--- src/rtl/riscv_pkg.sv ---
// Shared definitions for the RISC-V core data-memory path.
package riscv_pkg;

   localparam int XLEN = 32;

   // funct3 encodings for loads/stores (size and signedness)
   localparam logic [2:0] F3_B  = 3'b000;
   localparam logic [2:0] F3_H  = 3'b001;
   localparam logic [2:0] F3_W  = 3'b010;
   localparam logic [2:0] F3_BU = 3'b100;
   localparam logic [2:0] F3_HU = 3'b101;

   // Memory-stage sequencing states
   typedef enum logic [2:0] {
      ST_IDLE  = 3'd0,
      ST_ISSUE = 3'd1,
      ST_WAIT  = 3'd2,
      ST_RESP  = 3'd3,
      ST_ERR   = 3'd4
   } state_t;

endpackage

--- src/rtl/lsu_align.sv ---
// Byte-lane alignment for the memory stage.
// Request side: byte enables, lane-shifted store data and a fault flag
// covering both misalignment and undefined encodings.
// Response side: lane extraction with sign/zero extension.
module lsu_align
   import riscv_pkg::*;
(
   input  logic [3:0]      req_op,       // {is_store, funct3}
   input  logic [1:0]      req_lane,     // addr[1:0]
   input  logic [XLEN-1:0] req_wdata,
   output logic [3:0]      req_be,
   output logic [XLEN-1:0] req_wdata_sh,
   output logic            req_fault,
   input  logic [2:0]      ld_funct3,
   input  logic [1:0]      ld_lane,
   input  logic [XLEN-1:0] ld_rdata,
   output logic [XLEN-1:0] ld_data
);

   logic [XLEN-1:0] lane_word;

   // Request decode: unsigned variants exist only for loads
   always_comb begin
      req_be       = 4'b0000;
      req_fault    = 1'b0;
      req_wdata_sh = req_wdata << {req_lane, 3'b000};
      case (req_op[2:0])
         F3_B: req_be = 4'b0001 << req_lane;
         F3_H: begin
            req_be    = 4'b0011 << req_lane;
            req_fault = req_lane[0];
         end
         F3_W: begin
            req_be    = 4'b1111;
            req_fault = |req_lane;
         end
         F3_BU: begin
            req_be    = 4'b0001 << req_lane;
            req_fault = req_op[3];
         end
         F3_HU: begin
            req_be    = 4'b0011 << req_lane;
            req_fault = req_op[3] | req_lane[0];
         end
         default: req_fault = 1'b1;
      endcase
   end

   // Response: move the addressed lane down to bit 0, then extend
   always_comb begin
      lane_word = ld_rdata >> {ld_lane, 3'b000};
      case (ld_funct3)
         F3_B:    ld_data = {{(XLEN-8){lane_word[7]}}, lane_word[7:0]};
         F3_BU:   ld_data = {{(XLEN-8){1'b0}}, lane_word[7:0]};
         F3_H:    ld_data = {{(XLEN-16){lane_word[15]}}, lane_word[15:0]};
         F3_HU:   ld_data = {{(XLEN-16){1'b0}}, lane_word[15:0]};
         default: ld_data = ld_rdata;
      endcase
   end

endmodule

--- src/rtl/mem_stage.sv ---
// Data-memory access stage: one load/store in flight between execute
// and writeback, with traps for misaligned/illegal accesses.
//
// Handshakes: a transfer happens on a rising edge where valid and ready
// are both high. in_valid/in_ready (execute side), dmem_req/dmem_gnt
// (memory side) and wb_valid/wb_ready (writeback side) all follow this;
// a producer holds valid and its payload stable until the transfer.
// dmem_rvalid is a one-cycle strobe with no ready.
module mem_stage #(
   parameter int XLEN = 32,
   parameter int RD_W = 5
) (
   input  logic            clk,
   input  logic            rst,
   input  logic            in_valid,
   output logic            in_ready,
   input  logic [3:0]      in_op,
   input  logic [XLEN-1:0] in_addr,
   input  logic [XLEN-1:0] in_wdata,
   input  logic [RD_W-1:0] in_rd,
   output logic            dmem_req,
   input  logic            dmem_gnt,
   output logic            dmem_we,
   output logic [3:0]      dmem_be,
   output logic [XLEN-1:0] dmem_addr,
   output logic [XLEN-1:0] dmem_wdata,
   input  logic            dmem_rvalid,
   input  logic [XLEN-1:0] dmem_rdata,
   output logic            wb_valid,
   input  logic            wb_ready,
   output logic [RD_W-1:0] wb_rd,
   output logic [XLEN-1:0] wb_data,
   output logic            err,
   output logic [XLEN-1:0] err_addr
);

   import riscv_pkg::*;

   state_t          state;
   logic [2:0]      funct3_q;
   logic [1:0]      lane_q;
   logic [3:0]      req_be;
   logic [XLEN-1:0] req_wdata_sh;
   logic            req_fault;
   logic [XLEN-1:0] ld_data;

   lsu_align u_align (
      .req_op       (in_op),
      .req_lane     (in_addr[1:0]),
      .req_wdata    (in_wdata),
      .req_be       (req_be),
      .req_wdata_sh (req_wdata_sh),
      .req_fault    (req_fault),
      .ld_funct3    (funct3_q),
      .ld_lane      (lane_q),
      .ld_rdata     (dmem_rdata),
      .ld_data      (ld_data)
   );

   // Status outputs decode directly from the state register
   assign in_ready = (state == ST_IDLE);
   assign dmem_req = (state == ST_ISSUE);
   assign wb_valid = (state == ST_RESP);
   assign err      = (state == ST_ERR);

   // Sequencer plus request/response registers; reset abandons any access
   always_ff @(posedge clk or posedge rst) begin
      if (rst) begin
         state      <= ST_IDLE;
         funct3_q   <= 3'b000;
         lane_q     <= 2'b00;
         dmem_we    <= 1'b0;
         dmem_be    <= 4'b0000;
         dmem_addr  <= '0;
         dmem_wdata <= '0;
         wb_rd      <= '0;
         wb_data    <= '0;
         err_addr   <= '0;
      end else begin
         case (state)
            ST_IDLE: begin
               if (in_valid) begin
                  if (req_fault) begin
                     err_addr <= in_addr;
                     state    <= ST_ERR;
                  end else begin
                     funct3_q   <= in_op[2:0];
                     lane_q     <= in_addr[1:0];
                     wb_rd      <= in_rd;
                     dmem_we    <= in_op[3];
                     dmem_be    <= req_be;
                     dmem_addr  <= {in_addr[XLEN-1:2], 2'b00};
                     dmem_wdata <= req_wdata_sh;
                     state      <= ST_ISSUE;
                  end
               end
            end
            ST_ISSUE: begin
               if (dmem_gnt) state <= dmem_we ? ST_IDLE : ST_WAIT;
            end
            ST_WAIT: begin
               if (dmem_rvalid) begin
                  wb_data <= ld_data;
                  state   <= ST_RESP;
               end
            end
            ST_RESP: begin
               if (wb_ready) state <= ST_IDLE;
            end
            ST_ERR:  state <= ST_IDLE;
            default: state <= ST_IDLE;
         endcase
      end
   end

endmodule
--- config.mk ---
export PLATFORM = sky130hd
export DESIGN_NAME = mem_stage
export DESIGN_NICKNAME = d
export VERILOG_FILES = /design/src/rtl/riscv_pkg.sv /design/src/rtl/lsu_align.sv /design/src/rtl/mem_stage.sv
export SDC_FILE = /design/constraint.sdc
export NUM_CORES = 1
export LEC_CHECK = 0
export CORE_UTILIZATION = 40
export DETAILED_ROUTE_END_ITERATION = 8
export PLACE_DENSITY_LB_ADDON = 0.2
export SYNTH_ARGS = -nofsm -noshare
export SYNTH_HDL_FRONTEND = slang
export SYNTH_HIERARCHICAL = 1
export SYNTH_SLANG_ARGS = --single-unit
export TNS_END_PERCENT = 20
--- constraint.sdc ---
create_clock -name clk -period 10.8 [get_ports clk]
set_clock_uncertainty 0.05 [all_clocks]
set_input_delay 1.08 -clock clk [delete_from_list [all_inputs] [get_ports clk]]
set_output_delay 1.08 -clock clk [all_outputs]
set_load 0.05 [all_outputs]
==> reports/qor.txt, run 1 <==
slew margin rel. -> 0.170
Final min period -> 3.76 ns
XOR/XNOR Fraction of Synth Area -> 0
peak supply drop -> 0.000232 V
final count of negative-setup-slack endpoints -> 0
startpoint type of the worst setup path -> input port
Area Growth Syn to Fin -> 48.5%
clk slew on worst S/H paths -> 0.06 ns
Final Cycle Share -> 0.348
Max-Cap Viols -> 0
worst skew pair latency -> 0.40 ns
PortBufs -> 250
post-route cell area -> 9920 um^2
Netlist cell types -> 38
Root Driver -> clkbuf_16
Setup TNS Final -> 0 ns
synthesized flop and latch total -> 144
Sw Ratio -> 0.467
final hold violations -> 0
Yosys warning total -> 6
clock share of power -> 0.162
WS Path Type -> in2reg
largest net degree at the start of global routing -> 77
Req. time, crit path -> 11.04 ns
status -> completed
Cell Count, Final, Fillers Out -> 992
Final Power -> 3680 uW
critical path's top delay family -> buffers and inverters
Tightest Hold Check Type -> reg2reg
Seq/Total Area, Yosys -> 0.539
Wirelength per Cell -> 18.2 um
CTS hold repair buffers -> 0
leakage power total -> 0.00417 uW
Initial Util -> 0.415
WHS -> 0.453 ns
HPWL after detailed placement -> 12800 um
Max stage delay cell, worst path -> buf_4
clock tree buffer depth -> 2
detail-routed via count per cell -> 5.16
total grt overflow -> 0
Synth Cell Area -> 6680 um^2
core area -> 16100 um^2
CTS Buf Count -> 17
CP Cell Sequence -> clkdlybuf4s50_1 -> buf_4 -> nor2_1 -> a21oi_1 -> and3b_4 -> buf_4 -> mux2_2
Worst Path Max Fanout -> 64
worst endpoint data arrival time -> 4.00 ns
Std-Cell Rows -> 46
# IOs -> 253
CP endpoint kind -> flop
cell count after placement -> 960
routability cong. -> 0.843
Die ar. -> 17200 um^2
PwrDens -> 371 nW/um^2
final wirelength -> 18100 um
mux cell area share after synthesis -> 0.278
via count -> 5120
initial drt markers -> 292
Final Max Tran Viols -> 0
top post-synthesis cells by area -> dfrtp_1 (54%), mux2_2 (24%), mux2i_1 (3.0%)
cell mode on critical path -> buf_4
largest family of logic cells by synthesized area -> multiplexers
setup bufs post-CTS -> 0
Cells after Synth -> 525
gr usage total -> 0.216
Synth Area in Adders -> 0
Die Span X -> 131 um
CP bufs+invs -> 3
TritonRoute pass-1 iters -> 5
initial antenna violation count -> 1
CP peak stage delay -> 0.67 ns
Comb power frac -> 0.567
RSZ-0062 raised after global routing -> no
FMAX -> 266 MHz
cell-internal power -> 1960 uW
vias in the first global route -> 5488
Synth top area share -> 0.539
dpl cell area -> 9320 um^2
nets -> 874
Routed Antenna Nets -> 0
Ant. Diodes -> 0
first-pass GRT wire length -> 29300 um
CTS resizes -> 0
Post-route DRC -> 0
share of cells above drive strength 1 -> 0.241
post-synthesis area per instance -> 12.7 um^2
Die Span Y -> 131 um
Worst-Margin Slew -> 1.24 ns
htree depth -> 4
post-synthesis compound-gate area fraction -> 0.0833
CTS tree -> built
Synth area leader -> dfrtp_1
P_sw -> 1720 uW
Flop pwr share -> 0.271
Synth Area in Simple Gates -> 0.0639
CTS sink count -> 144
-- cell usage in the layout, fill, tap and decap left out, types with 4 or more instances in the layout --
cell,Yosys,final
mux2i_1,20,20
inv_1,8,7
a211oi_1,8,8
buf_4,2,5
o31ai_1,8,8
a221oi_1,5,5
dfrtp_1,144,144
a22oi_1,4,4
and2_1,8,8
a21oi_1,11,11
o21ai_0,29,29
nor2b_1,13,13
nand2_1,42,42
clkbuf_16,0,17
clkdlybuf4s50_1,0,250
clkinv_2,0,4
nor2_1,11,11
mux2_2,145,145
-- final timing paths --
check / slack, ns / startpoint / depth (start not counted) / end
worst max-delay path: 7.04 / in_addr[1] / 7 / dmem_wdata[2]
worst max register to register: 8.23 / state[2] / 4 / dmem_wdata[2]
min in group asynchronous: 1.08 / rst / 2 / err_addr[24]
worst min-delay path: 0.45 / wb_data[20] / 1 / wb_data[20]
max in group asynchronous: 8.21 / rst / 3 / wb_data[5]
worst min register to register: 0.45 / wb_data[20] / 1 / wb_data[20]
-- synthesized netlist by cell type (all sizes together) --
library cell	n
mux2	145
dfrtp	144
nand2	42
o21ai	32
buf	25
mux2i	20
nor2b	13
a21oi	12
clkbuf	12
nor2	11
a211oi	8
and2	8
inv	8
o31ai	8
a221oi	5
a22oi	4
nand3b	3
o211a	3
a22o	2
a2bb2oi	2
and3b	2
nor3b	2
nor4bb	2
o21bai	2
o2bb2ai	2
a2111o	1
conb	1
mux4	1
nand3	1
nand4	1
nor3	1
o211ai	1
o311ai	1
-- logic make-up after synthesis --
| kind of cell | Yosys count |
|---|---|
| multiplexers | 166 |
| AO/OA/AOI/OAI | 83 |
| other | 1 |
| flip-flops | 144 |
| buffers and inverters | 45 |
| AND/OR/NAND/NOR | 86 |
-- worst register-to-register path: stages (launching register included) --
cell	delay, ns
dfrtp_1	0.46
nor3_2	0.37
and3b_4	0.41
buf_4	0.68
mux2_2	0.48
-- routing by layer --
metal / part of all wire / GRT usage
met1: 0.42 / 0.260
met2: 0.48 / 0.355
met3: 0.084 / 0.0791
met4: 0.019 / 0.0712
met5: 0.00083 / 0
-- metrics by stage --
| step | setup slack, ns | utilization |
|---|---|---|
| detailed placement | 6.64 | 0.578 |
| floorplan | 5.80 | - |
| global route | 6.85 | 0.615 |
| CTS | 7.08 | 0.615 |
| finish | 7.04 | 0.615 |
| global placement | 6.71 | 0.578 |
-- power groups by stage --
stage	combinational, uW	clock, uW	sequential [uW]
2_1_floorplan	545	0	1840
3_3_place_gp	2070	0	991
3_5_place_dp	2090	0	1000
4_1_cts	2100	607	1000
5_1_grt	2170	634	1040
6_report	2090	595	998
-- sequential cells by signal, indices dropped and copies added (netlist names) --
signal / flops
dmem_addr: 30
wb_rd: 5
lane_q: 2
state: 3
dmem_wdata: 32
wb_data: 32
dmem_be: 4
funct3_q: 3
dmem_we: 1
err_addr: 32
-- layout make-up --
class | instances | area, um^2
Timing Repair Buffer | 255 | 2540
Inverter | 8 | 35.0
Fill cell | 1295 | 6200
Clock buffer | 22 | 464
Clock inverter | 10 | 135
Sequential cell | 144 | 3600
Multi-Input combinational cell | 337 | 2870
Tap cell | 216 | 270
No activity file was read; power rests on OpenSTA's default activity.
==> run 2, diff against run 1 <==
- clock period: 10.8 -> 3.55 ns (I/O delays scaled with it)
==> run 2 against run 1 <==
Effect of this change:
- clock power grew to 3.2 times the previous value
- first-iteration DRC count increased by 3.1%
- routed wire length is 2.2% lower
- worst setup slack worse by 6.0 ns
- non-clock buffer count up 6
- cell area increased by 1.1%
- critical path depth down 5
==> reports/qor.txt, run 2 (synthesis results as in run 1) <==
via count -> 5138
dpl cell area -> 9390 um^2
CTS sink count -> 144
leading cell types in the layout, fill and taps excluded -> clkdlybuf4s50_1 (250), mux2_2 (145), dfrtp_1 (144), nand2_1 (42), o21ai_0 (29)
HPWL after detailed placement -> 12900 um
worst endpoint data arrival time -> 2.14 ns
P_sw -> 5220 uW
# IOs -> 253
core area -> 16100 um^2
Worst Path Max Fanout -> 6
largest net degree at the start of global routing -> 80
DR top layer -> met5
clock share of power -> 0.169
Ant. Diodes -> 0
WS Path Type -> reg2out
clock tree buffer depth -> 2
leakage power total -> 0.00422 uW
Comb power frac -> 0.565
Req. time, crit path -> 3.14 ns
peak supply drop -> 0.000744 V
Post-route DRC -> 0
setup bufs post-CTS -> 0
final count of negative-setup-slack endpoints -> 0
detail-routed via count per cell -> 5.15
Max-Cap Viols -> 0
worst skew pair latency -> 0.40 ns
Final Power -> 11300 uW
Die Span Y -> 131 um
Final Cycle Share -> 0.716
Final min period -> 2.54 ns
Tightest Hold Check Type -> in2async
initial antenna violation count -> 1
Root Driver -> clkbuf_16
R2R depth -> 4
clk slew on worst S/H paths -> 0.06 ns
CTS resizes -> 0
post-route cell area -> 10000 um^2
biggest registers after layout -> dmem_wdata: 32 flops, err_addr: 32 flops, wb_data: 32 flops
startpoint type of the worst setup path -> flop
Final Max Tran Viols -> 0
total grt overflow -> 0
TritonRoute pass-1 iters -> 5
Initial Util -> 0.415
routability cong. -> 0.831
met2 WL -> 8200 um
Worst-Margin Slew -> 0.819 ns
Flop pwr share -> 0.266
nets -> 880
Area Growth Syn to Fin -> 50.2%
first-pass GRT wire length -> 28900 um
Routed Antenna Nets -> 0
htree depth -> 4
vias in the first global route -> 5364
slew margin rel. -> 0.454
FMAX -> 393 MHz
Cell Count, Final, Fillers Out -> 998
final hold violations -> 0
RSZ-0062 raised after global routing -> no
PortBufs -> 250
CTS tree -> built
initial drt markers -> 301
CTS Buf Count -> 17
Die ar. -> 17200 um^2
CTS hold repair buffers -> 0
cell-internal power -> 6090 uW
share of cells above drive strength 1 -> 0.247
gr usage total -> 0.212
Setup TNS Final -> 0 ns
Std-Cell Rows -> 46
PwrDens -> 1130 nW/um^2
cell count after placement -> 966
status -> completed
met1 WL -> 7530 um
CP endpoint kind -> primary output
Sw Ratio -> 0.461
most common cell after layout, fill and taps aside -> clkdlybuf4s50_1
final wirelength -> 17700 um
Wirelength per Cell -> 17.7 um
Die Span X -> 131 um
met3 routed WL -> 1550 um
## run 2: metrics by stage
stage,util,hold slack (ns),setup slack [ns]
after floorplan,-,0.431,1.26
after global placement,0.583,0.437,0.865
after detailed placement,0.583,0.442,0.829
after CTS,0.622,0.378,1.01
after global routing,0.622,0.378,0.946
final,0.622,0.345,1.01
## run 2: final cells by class
type	instances	area [um^2]
Fill cell	1282	6080
Sequential cell	144	3600
Multi-Input combinational cell	337	2870
Timing Repair Buffer	261	2610
Clock buffer	24	492
Tap cell	216	270
Clock inverter	8	151
Inverter	8	33.8
## run 2: worst max-delay path, stage by stage, from the launching register on
cell             delay (ns)
dfrtp_1                0.46
nor3_2                 0.39
clkdlybuf4s50_1        0.88
## run 2: worst paths after layout
check | endpoint | slack [ns] | startpoint
setup / recovery | in_ready | 1.01 | state[2]
hold / removal | err_addr[5] | 0.34 | rst
setup reg to reg | wb_data[23] | 1.20 | lane_q[0]
hold reg to reg | err_addr[1] | 0.45 | err_addr[1]
max in group asynchronous | wb_data[14] | 2.36 | rst
min in group clk | err_addr[1] | 0.45 | err_addr[1]
## run 2: per-layer routing
| layer | GRT usage | up-vias |
|---|---|---|
| li1 | - | 2369 |
| met4 | 0.0895 | 2 |
| met1 | 0.263 | 2496 |
| met2 | 0.331 | 237 |
| met3 | 0.0791 | 34 |
| met5 | 0 | - |
## run 2: power groups by stage
stage          clock, uW  combinational [uW]  sequential [uW]
2_1_floorplan          0                1660             5590
6_report            1920                6390             3000
5_1_grt             2030                6650             3130
3_3_place_gp           0                6340             2990
3_5_place_dp           0                6400             3030
4_1_cts             1960                6420             3020
==> run 3, diff against run 2 <==
- clock period: 3.55 -> 2.56 ns (I/O delays scaled with it)
==> run 3 against run 2 <==
Effect of this change:
- critical path depth is the same
- worst setup slack lost 0.92 ns
- cell area grew 0.45%
- global-route usage grew 0.88 points
- first-iteration DRC count grew 35%
- die area is the same
- sequential cell count is the same
- clock-buffer cell count shrank 2
- critical path type unchanged
- sequential share of layout area shrank 0.16 points
- non-clock buffer count grew 3
==> reports/qor.txt, run 3 (synthesis results as in run 1) <==
clock share of power -> 0.163
Flop pwr share -> 0.261
Final min period -> 2.47 ns
Tightest Hold Check Type -> in2async
Max-Cap Viols -> 0
FMAX -> 405 MHz
most common cell after layout, fill and taps aside -> clkdlybuf4s50_1
vias in the first global route -> 5530
Req. time, crit path -> 2.25 ns
CTS hold repair buffers -> 0
final wirelength -> 18300 um
first-pass GRT wire length -> 29700 um
Die Span X -> 131 um
gr usage total -> 0.221
Final Cycle Share -> 0.965
peak supply drop -> 0.000904 V
Critical Path Source -> state[2]
CTS Buf Count -> 17
WS Path Type -> reg2out
WHS -> 0.241 ns
P_sw -> 7280 uW
Final Max Tran Viols -> 0
largest net degree at the start of global routing -> 80
htree depth -> 4
slew margin rel. -> 0.572
HPWL after detailed placement -> 13300 um
clock tree buffer depth -> 2
CP bufs+invs -> 1
Final Util -> 0.625
Initial Util -> 0.415
leakage power total -> 0.00424 uW
TritonRoute pass-1 iters -> 5
PortBufs -> 250
R2R depth -> 4
core area -> 16100 um^2
Worst Path Max Fanout -> 6
biggest registers after layout -> dmem_wdata: 32 flops, err_addr: 32 flops, wb_data: 32 flops
clk slew on worst S/H paths -> 0.06 ns
Setup TNS Final -> 0 ns
final hold violations -> 0
RSZ-0062 raised after global routing -> no
PwrDens -> 1550 nW/um^2
critical path's top delay family -> buffers and inverters
Die Span Y -> 131 um
leading cell types in the layout, fill and taps excluded -> clkdlybuf4s50_1 (250), mux2_2 (145), dfrtp_1 (144), nand2_1 (42), o21ai_0 (29)
CP endpoint kind -> primary output
initial antenna violation count -> 0
worst endpoint data arrival time -> 2.16 ns
number of cells on the critical path -> 2
cell count after placement -> 969
CP peak stage delay -> 0.88 ns
Root Driver -> clkbuf_16
Max stage delay cell, worst path -> clkdlybuf4s50_1
worst flop-to-flop path endpoint -> dmem_addr[25]
share of cells above drive strength 1 -> 0.251
# IOs -> 253
Die ar. -> 17200 um^2
Worst-Margin Slew -> 0.640 ns
status -> completed
Area Growth Syn to Fin -> 50.8%
Post-route DRC -> 0
setup ws final -> 0.0909 ns
CTS resizes -> 0
Comb power frac -> 0.575
Place WS -> 0.182 ns
startpoint type of the worst setup path -> flop
R2R setup slack -> 0.58 ns
via count -> 5206
detail-routed via count per cell -> 5.21
setup bufs post-CTS -> 0
final count of negative-setup-slack endpoints -> 0
initial drt markers -> 405
Wirelength per Cell -> 18.3 um
Std-Cell Rows -> 46
Routed Antenna Nets -> 0
worst skew pair latency -> 0.42 ns
Cell Count, Final, Fillers Out -> 1000
Critical R2R Launch -> state[2]
CTS sink count -> 144
routability cong. -> 0.844
cell-internal power -> 8380 uW
Sw Ratio -> 0.465
crit path capture -> in_ready
CP Cell Sequence -> nor3_2 -> clkdlybuf4s50_1
nets -> 883
CTS tree -> built
Ant. Diodes -> 0
total grt overflow -> 0
[run 3: power groups by stage]
stage	registers (uW)	clock network [uW]	logic [uW]
finish	4090	2560	9010
global route	4270	2720	9370
CTS	4120	2620	9070
detailed placement	4130	0	9030
global placement	4050	0	8930
floorplan	7750	0	2300
[run 3: worst min path at each step]
stage	start	end	slack, ns	depth (start not counted)
2_1_floorplan	in_addr[0]	err_addr[0]	0.36	1
3_3_place_gp	wb_rd[2]	wb_rd[2]	0.44	1
4_1_cts	rst	wb_rd[4]	0.25	3
5_1_grt	rst	dmem_addr[2]	0.29	3
3_5_place_dp	dmem_addr[5]	dmem_addr[5]	0.44	1
6_report	rst	wb_rd[4]	0.24	3
[run 3: worst min-delay path: stages]
cell	delay, ns
clkdlybuf4s50_1	0.44
clkinvlp_4	0.13
buf_12	0.30
[run 3: cell type report]
| type | instances | area, um^2 |
|---|---|---|
| inverters | 8 | 33.8 |
| fillers | 1233 | 6040 |
| multi-input cells | 337 | 2870 |
| repair buffers | 264 | 2680 |
| well taps | 216 | 270 |
| clock buffers | 22 | 484 |
| clock inverters | 9 | 131 |
| flip-flops and latches | 144 | 3600 |
[run 3: per-layer routing]
| metal | vias to the layer above | GRT usage | part of all wire |
|---|---|---|---|
| met5 | - | 0 | 0 |
| met4 | 0 | 0.0869 | 0.024 |
| met3 | 36 | 0.0791 | 0.092 |
| met2 | 231 | 0.358 | 0.48 |
| met1 | 2566 | 0.267 | 0.40 |
| li1 | 2373 | - | - |
[run 3: stage by stage]
stage / cell area (um^2) / total power [uW]
6_report: 10100 / 15700
5_1_grt: 10100 / 16400
4_1_cts: 10100 / 15800
3_5_place_dp: 9460 / 13200
3_3_place_gp: 9460 / 13000
2_1_floorplan: 6690 / 10000
